--- src/rtl/keypad_scan_4x4_if.sv ---
// Keypad matrix bundle: column returns in, row drive and decoded key status out.
// The master side is the scanner; the slave side is the keypad/board logic.
interface keypad_scan_4x4_if;
    logic [3:0] Key_Col;
    logic [3:0] Key_Row;
    logic [3:0] Key_Code;
    logic       Key_Valid;
    logic       Key_Held;

    modport master (
        input  Key_Col,
        output Key_Row,
        output Key_Code,
        output Key_Valid,
        output Key_Held
    );

    modport slave (
        output Key_Col,
        input  Key_Row,
        input  Key_Code,
        input  Key_Valid,
        input  Key_Held
    );
endinterface

--- src/rtl/keypad_scan_4x4.sv ---
// 4x4 hex keypad scanner: one-cold active-low row drive at a divided rate,
// synchronized active-low column sampling, whole-frame debounce, and a
// registered key code with a one-cycle valid strobe and a held level.
module keypad_scan_4x4 #(
    parameter int SCAN_TICKS     = 50000,
    parameter int DEBOUNCE_SCANS = 4
) (
    input  logic               sys_clk,
    input  logic               reset,
    keypad_scan_4x4_if.master  kp
);

    localparam int CNT_W = $clog2(SCAN_TICKS);
    localparam int DB_W  = $clog2(DEBOUNCE_SCANS + 1);
    localparam logic [CNT_W-1:0] LAST_TICK = CNT_W'(SCAN_TICKS - 1);
    localparam logic [DB_W-1:0]  DB_FULL   = DB_W'(DEBOUNCE_SCANS);

    typedef enum logic [3:0] {
        ROW_IDLE = 4'b1111,
        ROW0     = 4'b1110,
        ROW1     = 4'b1101,
        ROW2     = 4'b1011,
        ROW3     = 4'b0111
    } row_e;

    logic [3:0]       col_meta_q, col_sync_q;
    logic [CNT_W-1:0] dwell_q, dwell_d;
    row_e             row_q, row_d;
    logic             found_q, found_d;
    logic [3:0]       acc_code_q, acc_code_d;
    logic             prev_found_q, prev_found_d;
    logic [3:0]       prev_code_q, prev_code_d;
    logic [DB_W-1:0]  stable_q, stable_d;
    logic [3:0]       key_code_q, key_code_d;
    logic             key_valid_q, key_valid_d;
    logic             key_held_q, key_held_d;

    logic             tick, sample, frame_end, col_hit, frm_found, frm_same;
    logic [1:0]       row_idx, col_idx;
    logic [3:0]       frm_code;

    assign tick      = (dwell_q == LAST_TICK);
    assign frame_end = tick && (row_q == ROW3);
    assign col_hit   = ~&col_sync_q;

    // Two-flop synchronizer for the asynchronous column returns
    always_ff @(posedge sys_clk) begin
        if (reset) begin
            col_meta_q <= 4'hF;
            col_sync_q <= 4'hF;
        end else begin
            col_meta_q <= kp.Key_Col;
            col_sync_q <= col_meta_q;
        end
    end

    // Row dwell counter, wraps after SCAN_TICKS cycles
    always_comb begin
        dwell_d = tick ? '0 : dwell_q + CNT_W'(1);
    end

    // Row FSM next state: advance one row per tick, recover illegal values to row 0
    always_comb begin
        row_d = row_q;
        if (tick) begin
            case (row_q)
                ROW0:    row_d = ROW1;
                ROW1:    row_d = ROW2;
                ROW2:    row_d = ROW3;
                default: row_d = ROW0;
            endcase
        end
    end

    // Decode the driven row index and the lowest pressed column
    always_comb begin
        sample  = tick;
        row_idx = 2'd0;
        case (row_q)
            ROW0:    row_idx = 2'd0;
            ROW1:    row_idx = 2'd1;
            ROW2:    row_idx = 2'd2;
            ROW3:    row_idx = 2'd3;
            default: sample  = 1'b0;
        endcase
        col_idx = 2'd0;
        for (int c = 3; c >= 0; c--) begin
            if (!col_sync_q[c]) col_idx = 2'(c);
        end
    end

    // Frame accumulation, frame-level debounce and key acceptance
    always_comb begin
        found_d      = found_q;
        acc_code_d   = acc_code_q;
        prev_found_d = prev_found_q;
        prev_code_d  = prev_code_q;
        stable_d     = stable_q;
        key_code_d   = key_code_q;
        key_held_d   = key_held_q;
        key_valid_d  = 1'b0;

        // The row-3 sample still belongs to the frame that ends on this tick.
        frm_found = found_q | (sample & col_hit);
        frm_code  = found_q ? acc_code_q : {row_idx, col_idx};
        // Any two no-press frames match regardless of the stored code.
        frm_same  = (frm_found == prev_found_q) && (!frm_found || frm_code == prev_code_q);

        if (sample && col_hit && !found_q) begin
            found_d    = 1'b1;
            acc_code_d = {row_idx, col_idx};
        end

        if (frame_end) begin
            found_d    = 1'b0;
            acc_code_d = 4'd0;
            if (frm_same) begin
                if (stable_q != DB_FULL) stable_d = stable_q + DB_W'(1);
            end else begin
                stable_d     = DB_W'(1);
                prev_found_d = frm_found;
                prev_code_d  = frm_code;
            end
            // No roll-over: a held key must be released before another is accepted.
            if (stable_d == DB_FULL) begin
                if (frm_found && !key_held_q) begin
                    key_code_d  = frm_code;
                    key_valid_d = 1'b1;
                    key_held_d  = 1'b1;
                end else if (!frm_found && key_held_q) begin
                    key_held_d  = 1'b0;
                end
            end
        end
    end

    // State registers
    always_ff @(posedge sys_clk) begin
        if (reset) begin
            dwell_q      <= '0;
            row_q        <= ROW_IDLE;
            found_q      <= 1'b0;
            acc_code_q   <= 4'd0;
            prev_found_q <= 1'b0;
            prev_code_q  <= 4'd0;
            stable_q     <= '0;
            key_code_q   <= 4'd0;
            key_valid_q  <= 1'b0;
            key_held_q   <= 1'b0;
        end else begin
            dwell_q      <= dwell_d;
            row_q        <= row_d;
            found_q      <= found_d;
            acc_code_q   <= acc_code_d;
            prev_found_q <= prev_found_d;
            prev_code_q  <= prev_code_d;
            stable_q     <= stable_d;
            key_code_q   <= key_code_d;
            key_valid_q  <= key_valid_d;
            key_held_q   <= key_held_d;
        end
    end

    assign kp.Key_Row   = row_q;
    assign kp.Key_Code  = key_code_q;
    assign kp.Key_Valid = key_valid_q;
    assign kp.Key_Held  = key_held_q;

endmodule

--- src/flat_wrapper.sv ---
// flat-port wrapper written by rule: the top's interface ports become plain ports
module keypad_scan_4x4_flat 
#(
    parameter int SCAN_TICKS     = 50000,
    parameter int DEBOUNCE_SCANS = 4
)
  (sys_clk, reset, kp_Key_Col, kp_Key_Row, kp_Key_Code, kp_Key_Valid, kp_Key_Held);
  keypad_scan_4x4_if kp_i ();
  input  logic sys_clk;
  input  logic reset;
  input wire logic [$bits(kp_i.Key_Col)-1:0] kp_Key_Col;
  output wire logic [$bits(kp_i.Key_Row)-1:0] kp_Key_Row;
  output wire logic [$bits(kp_i.Key_Code)-1:0] kp_Key_Code;
  output wire logic [$bits(kp_i.Key_Valid)-1:0] kp_Key_Valid;
  output wire logic [$bits(kp_i.Key_Held)-1:0] kp_Key_Held;
  assign kp_i.Key_Col = kp_Key_Col;
  assign kp_Key_Row = kp_i.Key_Row;
  assign kp_Key_Code = kp_i.Key_Code;
  assign kp_Key_Valid = kp_i.Key_Valid;
  assign kp_Key_Held = kp_i.Key_Held;
  keypad_scan_4x4 #(.SCAN_TICKS(SCAN_TICKS), .DEBOUNCE_SCANS(DEBOUNCE_SCANS)) u_core (.sys_clk(sys_clk), .reset(reset), .kp(kp_i));
endmodule
--- config.mk ---
export PLATFORM = sky130hd
export DESIGN_NAME = keypad_scan_4x4_flat
export DESIGN_NICKNAME = d
export VERILOG_FILES = /design/src/rtl/keypad_scan_4x4_if.sv /design/src/rtl/keypad_scan_4x4.sv /design/src/flat_wrapper.sv
export SDC_FILE = /design/constraint.sdc
export NUM_CORES = 1
export LEC_CHECK = 0
export ABC_AREA = 1
export BUFFER_PORTS_ARGS = -buffer_cell sky130_fd_sc_hd__buf_2
export CELL_PAD_IN_SITES_DETAIL_PLACEMENT = 0
export CELL_PAD_IN_SITES_GLOBAL_PLACEMENT = 2
export CORE_MARGIN = 4
export CORE_UTILIZATION = 34
export DETAILED_ROUTE_END_ITERATION = 16
export PLACE_DENSITY_LB_ADDON = 0.1
export SYNTH_ARGS = -nofsm -noshare
export SYNTH_HDL_FRONTEND = slang
export SYNTH_SLANG_ARGS = --single-unit
--- constraint.sdc ---
create_clock -name sys_clk -period 2.25 [get_ports sys_clk]
set_input_delay 0.225 -clock sys_clk [delete_from_list [all_inputs] [get_ports sys_clk]]
set_output_delay 0.225 -clock sys_clk [all_outputs]
set_load 0.02 [all_outputs]
After elaboration in Yosys (flattened, before gate mapping)
Cells that the tools add are included.
W data, S select, Z words.
{"block": "op_classes", "add_sub_neg": 2, "multipliers": 0, "div": 0, "order_cmp": 0, "n_eq_ne": 9, "n_shift": 0, "muxes": 14, "bitwise": 5, "reduce_logical": 20}
{"operator": "$add A16 B1 Y16 const B", "n": 1}
{"operator": "$eq A16 B16 Y1 const B", "n": 1}
{"operator": "$eq A4 B4 Y1 const B", "n": 3}
{"operator": "$pmux W4 S3", "n": 1}
{"operator": "$mux W3", "n": 3}
{"operator": "$mux W2", "n": 4}
{"operator": "$logic_and A1 B1 Y1", "n": 6}
{"operator": "$pmux W2 S3", "n": 1}
{"operator": "$reduce_and A3 Y1", "n": 2}
{"operator": "$eq A4 B3 Y1 const B", "n": 1}
{"operator": "$eq A4 B4 Y1", "n": 1}
{"operator": "$logic_not A1 Y1", "n": 4}
{"operator": "$mux W1", "n": 4}
{"operator": "$mux W4", "n": 1}
{"operator": "$reduce_and A4 Y1", "n": 1}
{"operator": "$reduce_or A2 Y1", "n": 2}
{"operator": "$reduce_or A4 Y1", "n": 1}
{"operator": "$add A3 B1 Y3 const B", "n": 1}
{"operator": "$eq A3 B3 Y1 const B", "n": 1}
{"operator": "$ne A3 B3 Y1 const B", "n": 1}
{"operator": "$not A1 Y1", "n": 3}
{"operator": "$reduce_or A3 Y1", "n": 1}
{"operator": "$reduce_and A2 Y1", "n": 1}
{"operator": "$reduce_bool A2 Y1", "n": 1}
{"operator": "other kinds (4)", "n": 4}
{"block": "totals", "register_bits": 47, "latch_bits": 0, "ramBits": 0, "mem_bits_ro": 0, "in_bits": 6, "output_inout_bits": 10, "mem_count": 0}

Depth between registers and ports, before layout
Gate-level depths: netlist of the first run.
{"block": "depth", "ltp_word": 13, "mapped_depth": 16, "ltp_nobuf": 16}

Least setup slack after synthesis of the first run
Ideal clock, no wire load.
{"block": "synth_timing", "path_kind": "reg2reg", "startpoint": "reg u_core.dwell_q[0]", "endpoint": "reg u_core.key_code_q[0], in the netlist u_core.kp.Key_Code[0]", "t_arrival_ns": 1.755, "path_slack_ns": 0.385, "stages_incl_launch_ff": 13, "n_path_buf": 0, "cell_sequence": "dfxtp_1 -> ha_1 -> nand2_1 -> nor2_2 -> inv_2 -> nor3_1 -> nand4_1 -> nor2_1 -> nand4_2 -> nor2_4 -> nand3_1 -> nand2_1 -> nor2_1"}
{"block": "synth_via", "elab_chain_len": 11, "word_cells_on_any_way": 14, "classes_between": "eq/ne (3); mux (3); bitwise (2); reduce/logical (6)"}
{"item": "start: declaration", "line_no": "keypad_scan_4x4.sv:27", "text": "logic [CNT_W-1:0] dwell_q, dwell_d;"}
{"item": "start signal: assignment", "line_no": "keypad_scan_4x4.sv:151", "text": "dwell_q <= dwell_d;"}
{"item": "$eq A16 B16 Y1 *", "line_no": "keypad_scan_4x4.sv:42", "text": "assign tick = (dwell_q == LAST_TICK);"}
{"item": "$mux W1", "line_no": "keypad_scan_4x4.sv:79", "text": "case (row_q)"}
{"item": "$and A1 B1 Y1", "line_no": "keypad_scan_4x4.sv:104", "text": "frm_found = found_q | (sample & col_hit);"}
{"item": "$or A1 B1 Y1", "line_no": "keypad_scan_4x4.sv:104"}
{"item": "$logic_not A1 Y1", "line_no": "keypad_scan_4x4.sv:107", "text": "frm_same = (frm_found == prev_found_q) && (!frm_found || frm_code == prev_code_q);"}
{"item": "$logic_or A1 B1 Y1", "line_no": "keypad_scan_4x4.sv:107"}
{"item": "$logic_and A1 B1 Y1", "line_no": "keypad_scan_4x4.sv:107"}
{"item": "$mux W3", "line_no": "keypad_scan_4x4.sv:117", "text": "if (frm_same) begin"}
{"item": "$mux W3", "line_no": "keypad_scan_4x4.sv:114", "text": "if (frame_end) begin"}
{"item": "$eq A3 B3 Y1", "line_no": "keypad_scan_4x4.sv:125", "text": "if (stable_d == DB_FULL) begin"}
{"item": "$reduce_and A3 Y1 (no line) *"}
{"item": "end signal: assignment", "line_no": "keypad_scan_4x4.sv:158", "text": "key_code_q <= key_code_d;"}
{"item": "end: declaration", "line_no": "keypad_scan_4x4.sv:34", "text": "logic [3:0] key_code_q, key_code_d;"}
Every way passes the cells marked *; elsewhere a longest branch is shown, timed or not. The select of a mux whose other input is x is not followed.
A chain may end at the register's enable or synchronous reset.

Worst setup path in the final report of the first run
{"block": "layout_timing", "startpoint": "reg u_core.dwell_q[1]", "endpoint": "reg u_core.key_code_q[2], in the netlist u_core.kp.Key_Code[2]"}
The elaborated chain is that of the path after synthesis.

==> reports/results.md, run 1 <==
* run status: finished, final reports clean
* all-layer global routing usage: 13.2%
* remaining design rule violation count: 0
* count of input and output buffers: 15
* time the final worst path needs with I/O delays and setup: 2070 ps
* Setup violations, final: 0
* synth-to-layout area growth: 15.5%
* clk sink count: 47
* total congestion overflow: 0
* boundary pin count: 16
* CP arrival: 2270 ps
* Post CTS Setup Buffer Count: 0
* Leakage Power: 1.13 nW
* routed length per instance: 12.2 um
* vias per cell: 4.78
* antenna violations before repair: 0
* Worst Skew: 16.5 ps
* share of total power consumed by net switching: 23.4%
* drt first-iter violations: 101
* slew at the pin closest to its max-slew limit: 355 ps
* Antenna Violating Nets Remaining: 0
* asr flop ratio synth: 0%
* commonest cells after routing, fill and taps aside: sky130_fd_sc_hd__nand2_1, sky130_fd_sc_hd__dfxtp_1, sky130_fd_sc_hd__inv_1
* maximum number of buffers from clock root to sink: 2
* number of global-route vias before repair: 1917
* net switching power figure: 331 uW
* kind of end point of the critical path: flip-flop
* Total Routed Length: 5110 um
* final cell count without fillers: 418
* Comb pwr share: 4.4%
* Max Freq: 0.482 GHz
* total count of max-transition violations in the final report: 0
* leading cell type in the layout, fill and taps excluded: sky130_fd_sc_hd__nand2_1
* Post-Synthesis Mean Instance Area: 7.41 um2
* number of enable flip-flop cells after synthesis: 0
* Final nets: 350
* clock network power share: 35.6%
* Cell variety after synth: 39
* initial core utilization: 35.8%
* DP Cell Count: 410
* fillers: 703
* category of the worst setup path launch point: flip-flop
* proportion of layout cells with a drive suffix above 1: 22.6%
* internal cell power: 1.09 mW
* first-pass iteration count of the detailed router: 4
* clk_lat worst skew: 300 ps
* final hold viol count: 0
* worst supply voltage drop on vdd: 0.000319 V
* Data required, critical path: 2440 ps
* category of the critical setup timing path: flip-flop to flip-flop
* sequential share of power: 60.0%
* DP Wirelength: 3870 um
* diode count: 0
* number of buffers added by the clock tree synthesis step: 5
* total of max-cap violations: 0
* weighted congestion at the end of routability-driven global placement: 0.765
* headroom to the max-slew limit: 76.1%
* vias after detailed routing: 1998
* Main synth FF type: sky130_fd_sc_hd__dfxtp_1
* clock transition at the registers of the reported paths: 80 ps
* power density over the cells: 527 nW/um2
* number of nets in the synthesized netlist: 324
* post-synthesis register bit count: 47
* clock root cell: sky130_fd_sc_hd__clkbuf_8
* biggest fanout along the worst timing path: 6
* post-route clock period utilization: 92.2%
* warnings from Yosys: 0
* post-synthesis sequential area ratio: 40.4%
* largest net degree at the start of global routing: 18
* global-route wire length before repair: 8960 um
* CTS tree: yes
* overall die height: 90.7 um
* post-synthesis instance total: 314
* Hold Path Class: input pin to flip-flop
* Total Die Area: 8230 um2
* number of rows in the core area: 29
* H-tree levels: 2
* Post-Synthesis Cell Area: 2330 um2
* core outline area: 6490 um2
* Total Negative Setup Slacks: 0 ps
* Die X-Extent: 90.7 um
## flip-flops by register name, indices dropped and copies added, names as in the netlist
signal / count
u_core.prev_code_q: 4
u_core.kp.Key_Code: 4
u_core.kp.Key_Held: 1
u_core.col_meta_q: 4
u_core.acc_code_q: 4
u_core.dwell_q: 16
u_core.stable_q: 3
u_core.kp.Key_Row: 4
u_core.found_q: 1
u_core.col_sync_q: 4
u_core.kp.Key_Valid: 1
u_core.prev_found_q: 1
## area by class of cell
type                            instances  area [um2]  area share (%)
Multi-Input combinational cell        213        1240            46.1
Sequential cell                        47         942            35.0
Tap cell                               77        96.3            3.58
Clock inverter                          1        5.00           0.186
Clock buffer                            7        76.3            2.84
Timing Repair Buffer                   24         143            5.30
Inverter                               49         186            6.93
## per-layer routing
metal	global-route usage, %	wire (um)	vias up
li1	-	-	1073
met1	19.0	2810	897
met2	19.7	2090	26
met3	2.92	175	2
met4	3.83	31	0
met5	0	0	-
## path summary, 6_finish.rpt
path / to / cells after the start / startpoint / slack [ps]
worst min register to register: u_core.col_sync_q[1] / 1 / u_core.col_meta_q[1] / 410
worst min-delay path: u_core.col_meta_q[2] / 2 / kp_Key_Col[2] / 110
worst max register to register: u_core.kp.Key_Code[2] / 13 / u_core.dwell_q[1] / 180
worst max-delay path: u_core.kp.Key_Code[2] / 13 / u_core.dwell_q[1] / 180
## worst max-delay path, stage by stage (launching register included)
cell                      delay, ps
sky130_fd_sc_hd__dfxtp_1        390
sky130_fd_sc_hd__ha_4           150
sky130_fd_sc_hd__nand2_2         60
sky130_fd_sc_hd__nor2_4         150
sky130_fd_sc_hd__inv_2           60
sky130_fd_sc_hd__nor3_2         130
sky130_fd_sc_hd__nand4_1        180
sky130_fd_sc_hd__nor2_1         150
sky130_fd_sc_hd__buf_4          170
sky130_fd_sc_hd__nand4_4        120
sky130_fd_sc_hd__nor2_4         180
sky130_fd_sc_hd__nand3_1        100
sky130_fd_sc_hd__nand2_1         80
sky130_fd_sc_hd__nor2_1          40
## through the flow
stage               setup slack (ps)  instance area, um2  util, %  hold slack [ps]  power (mW)
floorplan                        385                2330        -              324       0.905
CTS                             77.1                2630     40.4              101        1.43
global route                   -32.8                2690     41.4             97.1        1.48
finish                           176                2690     41.4              110        1.42
global placement                 111                2540     39.2              397       0.928
detailed placement               105                2540     39.2              393       0.927
## power groups by stage
| stage | Combinational (mW) | Clock [mW] | Sequential (mW) |
|---|---|---|---|
| 6_report | 0.0624 | 0.505 | 0.850 |
| 5_1_grt | 0.0711 | 0.554 | 0.851 |
| 4_1_cts | 0.0603 | 0.524 | 0.847 |
| 3_5_place_dp | 0.0600 | 0 | 0.867 |
| 3_3_place_gp | 0.0612 | 0 | 0.867 |
| 2_1_floorplan | 0.0397 | 0 | 0.866 |
## cells by family (layout without fill, tap and decap cells)
kind of cell               after synthesis  count (layout)  share of synthesized area, %
and+or+nand+nor                        161             161                          36.0
buffers and inverters                   54              81                          8.98
AOI/OAI and AO/OA                       47              47                          12.1
DFF                                     47              47                          40.4
adders and majority gates                4               4                          2.15
xor gates and xnor gates                 1               1                         0.376
## cell usage after synthesis (2+ instances only)
| master | number | area share (%) |
|---|---|---|
| sky130_fd_sc_hd__a211oi_2 | 2 | 1.1 |
| sky130_fd_sc_hd__a21oi_1 | 19 | 4.1 |
| sky130_fd_sc_hd__a31oi_1 | 2 | 0.54 |
| sky130_fd_sc_hd__and3_1 | 2 | 0.54 |
| sky130_fd_sc_hd__clkbuf_1 | 4 | 0.64 |
| sky130_fd_sc_hd__dfxtp_1 | 47 | 40 |
| sky130_fd_sc_hd__ha_1 | 4 | 2.2 |
| sky130_fd_sc_hd__inv_1 | 43 | 6.9 |
| sky130_fd_sc_hd__inv_2 | 5 | 0.81 |
| sky130_fd_sc_hd__nand2_1 | 61 | 9.8 |
| sky130_fd_sc_hd__nand2_2 | 4 | 1.1 |
| sky130_fd_sc_hd__nand3_1 | 19 | 4.1 |
| sky130_fd_sc_hd__nand3_2 | 4 | 1.7 |
| sky130_fd_sc_hd__nand3_4 | 2 | 1.5 |
| sky130_fd_sc_hd__nand4_1 | 5 | 1.3 |
| sky130_fd_sc_hd__nand4_2 | 2 | 1.1 |
| sky130_fd_sc_hd__nor2_1 | 31 | 5.0 |
| sky130_fd_sc_hd__nor2_2 | 6 | 1.6 |
| sky130_fd_sc_hd__nor3_1 | 6 | 1.3 |
| sky130_fd_sc_hd__nor3b_1 | 3 | 0.97 |
| sky130_fd_sc_hd__nor4_2 | 2 | 1.1 |
| sky130_fd_sc_hd__o211ai_1 | 2 | 0.64 |
| sky130_fd_sc_hd__o21a_1 | 2 | 0.64 |
| sky130_fd_sc_hd__o21ai_0 | 10 | 2.2 |
| sky130_fd_sc_hd__o21ai_1 | 4 | 0.86 |
| sky130_fd_sc_hd__or2_1 | 2 | 0.54 |
| sky130_fd_sc_hd__or2_2 | 9 | 2.4 |
## timing repair
item                                   4_1_cts  5_1_grt
setup endpoints to repair                    0       18
endpoints found under the hold margin        0        0
hold buffers                                 0        0
gates resized for setup                      0       13
No activity file was read; power rests on OpenSTA's default activity.
==> run 2, diff against run 1 <==
--- a/config.mk
+++ b/config.mk
@@ -12,7 +12,7 @@
 export CORE_MARGIN = 4
 export CORE_UTILIZATION = 34
 export DETAILED_ROUTE_END_ITERATION = 16
-export PLACE_DENSITY_LB_ADDON = 0.1
+export PLACE_DENSITY = 0.83
 export SYNTH_ARGS = -nofsm -noshare
 export SYNTH_HDL_FRONTEND = slang
 export SYNTH_SLANG_ARGS = --single-unit
==> reports/results.md, run 2 (synthesis results as in run 1) <==
* power density over the cells: 581 nW/um2, was 527 nW/um2
* total of max-cap violations: 0, unchanged
* internal cell power: 1.22 mW, was 1.09 mW
* final cell count without fillers: 416, was 418
* core outline area: 6490 um2, unchanged
* vias after detailed routing: 1956, was 1998
* number of global-route vias before repair: 1836, was 1917
* clock transition at the registers of the reported paths: 90 ps, was 80 ps
* Final nets: 348, was 350
* biggest fanout along the worst timing path: 5, was 6
* share of total power consumed by net switching: 21.3%, was 23.4%
* vias per cell: 4.70, was 4.78
* CTS tree: yes, unchanged
* Reg2Reg Depth: 14, was 13
* final hold viol count: 0, unchanged
* number of rows in the core area: 29, unchanged
* Comb pwr share: 3.8%, was 4.4%
* run status: finished, final reports clean, unchanged
* remaining design rule violation count: 0, unchanged
* first-pass iteration count of the detailed router: 4, unchanged
* proportion of layout cells with a drive suffix above 1: 21.8%, was 22.6%
* startpoint of the most critical setup path: u_core.dwell_q[0], was u_core.dwell_q[1]
* synth-to-layout area growth: 15.1%, was 15.5%
* Max Freq: 0.498 GHz, was 0.482 GHz
* FF-to-FF Start: u_core.dwell_q[0], was u_core.dwell_q[1]
* Leakage Power: 1.16 nW, was 1.13 nW
* clock root cell: sky130_fd_sc_hd__clkbuf_8, unchanged
* largest net degree at the start of global routing: 18, unchanged
* Overall Power: 1.55 mW, was 1.42 mW
* routed length per instance: 11.6 um, was 12.2 um
* total congestion overflow: 0, unchanged
* category of the worst setup path launch point: flip-flop, unchanged
* time the final worst path needs with I/O delays and setup: 2010 ps, was 2070 ps
* slew at the pin closest to its max-slew limit: 323 ps, was 355 ps
* kind of end point of the critical path: flip-flop, unchanged
* worst reg2reg setup slack: 240 ps, was 180 ps
* count of input and output buffers: 15, unchanged
* diode count: 0, unchanged
* maximum number of buffers from clock root to sink: 2, unchanged
* Hold Path Class: input pin to flip-flop, unchanged
* Worst Skew: 6.80 ps, was 16.5 ps
* commonest cells after routing, fill and taps aside: sky130_fd_sc_hd__nand2_1, sky130_fd_sc_hd__dfxtp_1, sky130_fd_sc_hd__inv_1, unchanged
* register with the most flip-flops: u_core.dwell_q, unchanged
* category of the critical setup timing path: flip-flop to flip-flop, unchanged
* net switching power figure: 330 uW, was 331 uW
* worst reg2reg path endpoint: u_core.prev_code_q[3], was u_core.kp.Key_Code[2]
* H-tree levels: 2, unchanged
* initial core utilization: 35.8%, unchanged
* drt first-iter violations: 87, was 101
* Setup violations, final: 0, unchanged
* headroom to the max-slew limit: 78.5%, was 76.1%
* Total Die Area: 8230 um2, unchanged
* weighted congestion at the end of routability-driven global placement: 0.764, was 0.765
* clock network power share: 41.7%, was 35.6%
* all-layer global routing usage: 12.9%, was 13.2%
* end-of-flow core utilization: 41.2%, was 41.4%
* Die X-Extent: 90.7 um, unchanged
* clk_lat worst skew: 300 ps, about the same
* sequential share of power: 54.5%, was 60.0%
* CP Capture Point: u_core.prev_code_q[3], was u_core.kp.Key_Code[2]
* Data required, critical path: 2440 ps, about the same
* antenna violations before repair: 0, unchanged
* post-cts hold buffer count: 0, unchanged
* post-cts repair resize count: 0, unchanged
* CP arrival: 2200 ps, was 2270 ps
* post-route clock period utilization: 89.2%, was 92.2%
* boundary pin count: 16, unchanged
* number of buffers added by the clock tree synthesis step: 5, unchanged
* leading cell type in the layout, fill and taps excluded: sky130_fd_sc_hd__nand2_1, unchanged
* Post CTS Setup Buffer Count: 0, unchanged
* Antenna Violating Nets Remaining: 0, unchanged
* Total Routed Length: 4850 um, was 5110 um
* DP Cell Count: 408, was 410
* overall die height: 90.7 um, unchanged
* worst supply voltage drop on vdd: 0.000320 V, was 0.000319 V
* DP Wirelength: 3720 um, was 3870 um
* clk sink count: 47, unchanged
* Final Hold Slack: 99.7 ps, was 110 ps
* max FFs per register: 16, unchanged
* total count of max-transition violations in the final report: 0, unchanged
* global-route wire length before repair: 8720 um, was 8960 um
## run 2: cell count changes in the layout (fill, tap and decap cells not counted), sizes merged
cell / previous run / this run
buf: 24 / 22
bufinv: 0 / 1
clkbuf: 7 / 6
## run 2: area by class of cell
type,count,area (um2)
multi-input cells,213,1210
clock buffers,6,82.6
clock inverters,2,35.0
well taps,77,96.3
repair buffers,22,128
fillers,679,3820
flip-flops and latches,47,941
inverters,49,186
## run 2: worst min-delay path by stage
stage,to,startpoint,slack [ps],depth (start not counted)
global placement,u_core.col_sync_q[0],u_core.col_meta_q[0],390,1
CTS,u_core.col_meta_q[2],kp_Key_Col[2],90,2
floorplan,u_core.kp.Key_Row[3],reset,320,1
detailed placement,u_core.col_sync_q[0],u_core.col_meta_q[0],400,1
finish,u_core.col_meta_q[0],kp_Key_Col[0],100,2
global route,u_core.col_meta_q[3],kp_Key_Col[3],90,2
## run 2: metal layers
layer	global-route usage [%]	share of wire [%]	vias up
met5	0	0	-
met4	4.08	1.5	0
met3	3.08	4.0	7
met2	18.8	40	28
met1	18.5	54	851
li1	-	-	1070
## run 2: stage by stage
step           setup WS, ps  cell area, um2  setup TNS [ps]
2_1_floorplan           385            2330               0
3_3_place_gp            127            2530               0
3_5_place_dp            171            2530               0
4_1_cts                 137            2650               0
5_1_grt               -1.75            2680           -1.75
6_report                243            2680               0
## run 2: power by group through the flow
stage | Combinational (mW) | Clock [mW] | Sequential (mW)
3_5_place_dp | 0.0599 | 0 | 0.867
4_1_cts | 0.0604 | 0.670 | 0.847
2_1_floorplan | 0.0397 | 0 | 0.866
5_1_grt | 0.0688 | 0.710 | 0.849
6_report | 0.0598 | 0.648 | 0.847
3_3_place_gp | 0.0605 | 0 | 0.867
## run 2: worst max-delay path: stages, from the launching register on
cell and delay, ps:
sky130_fd_sc_hd__dfxtp_1 370, sky130_fd_sc_hd__ha_1 180, sky130_fd_sc_hd__nand2_1 100, sky130_fd_sc_hd__nor2_4 120, sky130_fd_sc_hd__nand3_1 120, sky130_fd_sc_hd__nor2_4 160
sky130_fd_sc_hd__nand3_4 100, sky130_fd_sc_hd__nand2_4 90, sky130_fd_sc_hd__nand2_1 60, sky130_fd_sc_hd__nand2_2 70, sky130_fd_sc_hd__inv_4 60, sky130_fd_sc_hd__nand2_2 80
sky130_fd_sc_hd__nand2_1 150, sky130_fd_sc_hd__a21oi_1 200, sky130_fd_sc_hd__a211oi_2 40
==> run 3, diff against run 2 <==
--- a/config.mk
+++ b/config.mk
@@ -6,13 +6,13 @@
 export NUM_CORES = 1
 export LEC_CHECK = 0
 export ABC_AREA = 1
-export BUFFER_PORTS_ARGS = -buffer_cell sky130_fd_sc_hd__buf_2
+export BUFFER_PORTS_ARGS = -buffer_cell sky130_fd_sc_hd__buf_4
 export CELL_PAD_IN_SITES_DETAIL_PLACEMENT = 0
 export CELL_PAD_IN_SITES_GLOBAL_PLACEMENT = 2
 export CORE_MARGIN = 4
 export CORE_UTILIZATION = 34
 export DETAILED_ROUTE_END_ITERATION = 16
-export PLACE_DENSITY = 0.83
+export PLACE_DENSITY = 0.8
 export SYNTH_ARGS = -nofsm -noshare
 export SYNTH_HDL_FRONTEND = slang
 export SYNTH_SLANG_ARGS = --single-unit
==> reports/results.md, run 3 (synthesis results as in run 1) <==
* Post CTS Setup Buffer Count: 0, unchanged
* final critical-path setup slack: 235 ps, was 243 ps
* maximum number of buffers from clock root to sink: 2, unchanged
* Antenna Violating Nets Remaining: 0, unchanged
* cell at the slowest stage of the critical path: sky130_fd_sc_hd__dfxtp_1, unchanged
* slew at the pin closest to its max-slew limit: 367 ps, was 323 ps
* leading cell type in the layout, fill and taps excluded: sky130_fd_sc_hd__nand2_1, unchanged
* synth-to-layout area growth: 18.1%, was 15.1%
* number of rows in the core area: 29, unchanged
* Total Negative Setup Slacks: 0 ps, unchanged
* drt first-iter violations: 67, was 87
* headroom to the max-slew limit: 75.4%, was 78.5%
* Total Routed Length: 5100 um, was 4850 um
* Die X-Extent: 90.7 um, unchanged
* Max Freq: 0.496 GHz, was 0.498 GHz
* DP Wirelength: 3770 um, was 3720 um
* area taken by multi-input logic gates: 1200 um2, was 1210 um2
* routed length per instance: 12.2 um, was 11.6 um
* clk sink count: 47, unchanged
* overall die height: 90.7 um, unchanged
* antenna violations before repair: 0, unchanged
* Data required, critical path: 2460 ps, was 2440 ps
* count of input and output buffers: 15, unchanged
* clk_lat worst skew: 310 ps, was 300 ps
* final hold viol count: 0, unchanged
* Worst Skew: 7.34 ps, was 6.80 ps
* total congestion overflow: 0, unchanged
* FF-to-FF Start: u_core.dwell_q[1], was u_core.dwell_q[0]
* total of max-cap violations: 0, unchanged
* weighted congestion at the end of routability-driven global placement: 0.785, was 0.764
* Reg area: 942 um2, was 941 um2
* H-tree levels: 2, unchanged
* number of global-route vias before repair: 1817, was 1836
* post-route clock period utilization: 89.6%, was 89.2%
* category of the critical setup timing path: flip-flop to flip-flop, unchanged
* run status: finished, final reports clean, unchanged
* CP arrival: 2220 ps, was 2200 ps
* all-layer global routing usage: 12.7%, was 12.9%
* cell depth of the worst hold path: 2, unchanged
* kind of end point of the critical path: flip-flop, unchanged
* max FFs per register: 16, unchanged
* largest net degree at the start of global routing: 18, unchanged
* remaining design rule violation count: 0, unchanged
* vias after detailed routing: 1989, was 1956
* Final nets: 350, was 348
* proportion of layout cells with a drive suffix above 1: 22.6%, was 21.8%
* placement-stage worst setup slack: 194 ps, was 171 ps
* HP Start: kp_Key_Col[3], was kp_Key_Col[0]
* commonest cells after routing, fill and taps aside: sky130_fd_sc_hd__nand2_1, sky130_fd_sc_hd__dfxtp_1, sky130_fd_sc_hd__inv_1, unchanged
* core outline area: 6490 um2, unchanged
* end-of-flow core utilization: 42.3%, was 41.2%
* Total Die Area: 8230 um2, unchanged
* Worst Hold Path EP: u_core.col_meta_q[3], was u_core.col_meta_q[0]
* CTS tree: yes, unchanged
* worst reg2reg setup slack: 230 ps, was 240 ps
* diode count: 0, unchanged
* boundary pin count: 16, unchanged
* most used cell along the critical path: sky130_fd_sc_hd__nor2_1, was sky130_fd_sc_hd__nand2_1
* clock transition at the registers of the reported paths: 90 ps, about the same
* cell-by-cell trace of the critical path: ha_2, nand2_2, nor2_4, inv_2, nor2_1, nand2_1, nor2_1, inv_1, nor2_1, inv_1, nor2_1, and3_1, nor3_1, was ha_1, nand2_1, nor2_4, nand3_1, nor2_4, nand3_4, nand2_4, nand2_1, nand2_2, inv_4, nand2_2, nand2_1, a21oi_1, a211oi_2
* total count of max-transition violations in the final report: 0, unchanged
* number of buffers added by the clock tree synthesis step: 5, unchanged
* Setup violations, final: 0, unchanged
* register with the most flip-flops: u_core.dwell_q, unchanged
* initial core utilization: 35.8%, unchanged
* vias per cell: 4.76, was 4.70
* biggest fanout along the worst timing path: 3, was 5
* time the final worst path needs with I/O delays and setup: 2020 ps, was 2010 ps
* RSZ-0062 raised after global routing: no
* post-cts hold buffer count: 0, unchanged
* power density over the cells: 607 nW/um2, was 581 nW/um2
* Hold Path Class: input pin to flip-flop, unchanged
* global-route wire length before repair: 8570 um, was 8720 um
* worst supply voltage drop on vdd: 0.000356 V, was 0.000320 V
* Max stage delay on crit path: 350 ps, was 370 ps
* clock root cell: sky130_fd_sc_hd__clkbuf_8, unchanged
* category of the worst setup path launch point: flip-flop, unchanged
* Reg2Reg Depth: 13, was 14
* worst reg2reg path endpoint: u_core.dwell_q[14], was u_core.prev_code_q[3]
* first-pass iteration count of the detailed router: 4, unchanged
* Leakage Power: 1.15 nW, was 1.16 nW
* fillers: 684, was 679
-- run 3: how the worst max path moves through the flow --
stage                            startpoint               endpoint  slack [ps]  depth (start not counted)
final                     u_core.dwell_q[1]     u_core.dwell_q[14]         230                         13
after global routing      u_core.dwell_q[0]     u_core.dwell_q[14]          20                         13
after CTS                 u_core.dwell_q[0]  u_core.kp.Key_Code[0]         150                         13
after detailed placement  u_core.dwell_q[0]  u_core.kp.Key_Code[0]         190                         13
after global placement    u_core.dwell_q[0]  u_core.kp.Key_Code[3]         140                         13
after floorplan           u_core.dwell_q[0]  u_core.kp.Key_Code[0]         390                         12
-- run 3: stage by stage --
step / total power, mW / instances / hold WS [ps] / instance area (um2)
2_1_floorplan: 0.905 / 314 / 324 / 2330
3_3_place_gp: 0.929 / 410 / 394 / 2580
3_5_place_dp: 0.929 / 410 / 394 / 2580
4_1_cts: 1.69 / 418 / 84.6 / 2720
5_1_grt: 1.72 / 418 / 83.2 / 2750
6_report: 1.67 / 418 / 90.3 / 2750
-- run 3: critical path: cells and delay by family (launching register included) --
kind	cells	cell delay [ps]
flops	1	350
fa+ha+maj	1	190
buf+inv	3	200
simple gates	9	1170
-- run 3: where the power goes --
part / internal, mW / total (mW) / switching [mW]
Clock: 0.443 / 0.758 / 0.315
Sequential: 0.843 / 0.848 / 0.00533
Combinational: 0.0245 / 0.0620 / 0.0375
-- run 3: per-layer routing --
metal  vias up  track usage, %  routed length (um)
met1       883            18.7                2770
met5         -               0                   0
met4         0            4.21                  70
met3         6            3.08                 168
li1       1072               -                   -
met2        28            18.0                2090
-- run 3: final cells by class --
cell class	count	area share, %
Multi-Input combinational cell	213	43.8
Sequential cell	47	34.3
Inverter	49	6.78
Timing Repair Buffer	24	6.69
Tap cell	77	3.50
Clock buffer	5	2.50
Clock inverter	3	2.46
-- run 3: what timing repair did --
| action | CTS | global route |
|---|---|---|
| setup endpoints to repair | 0 | 12 |
| resized for setup | 0 | 8 |
| endpoints found under the hold margin | 0 | 0 |
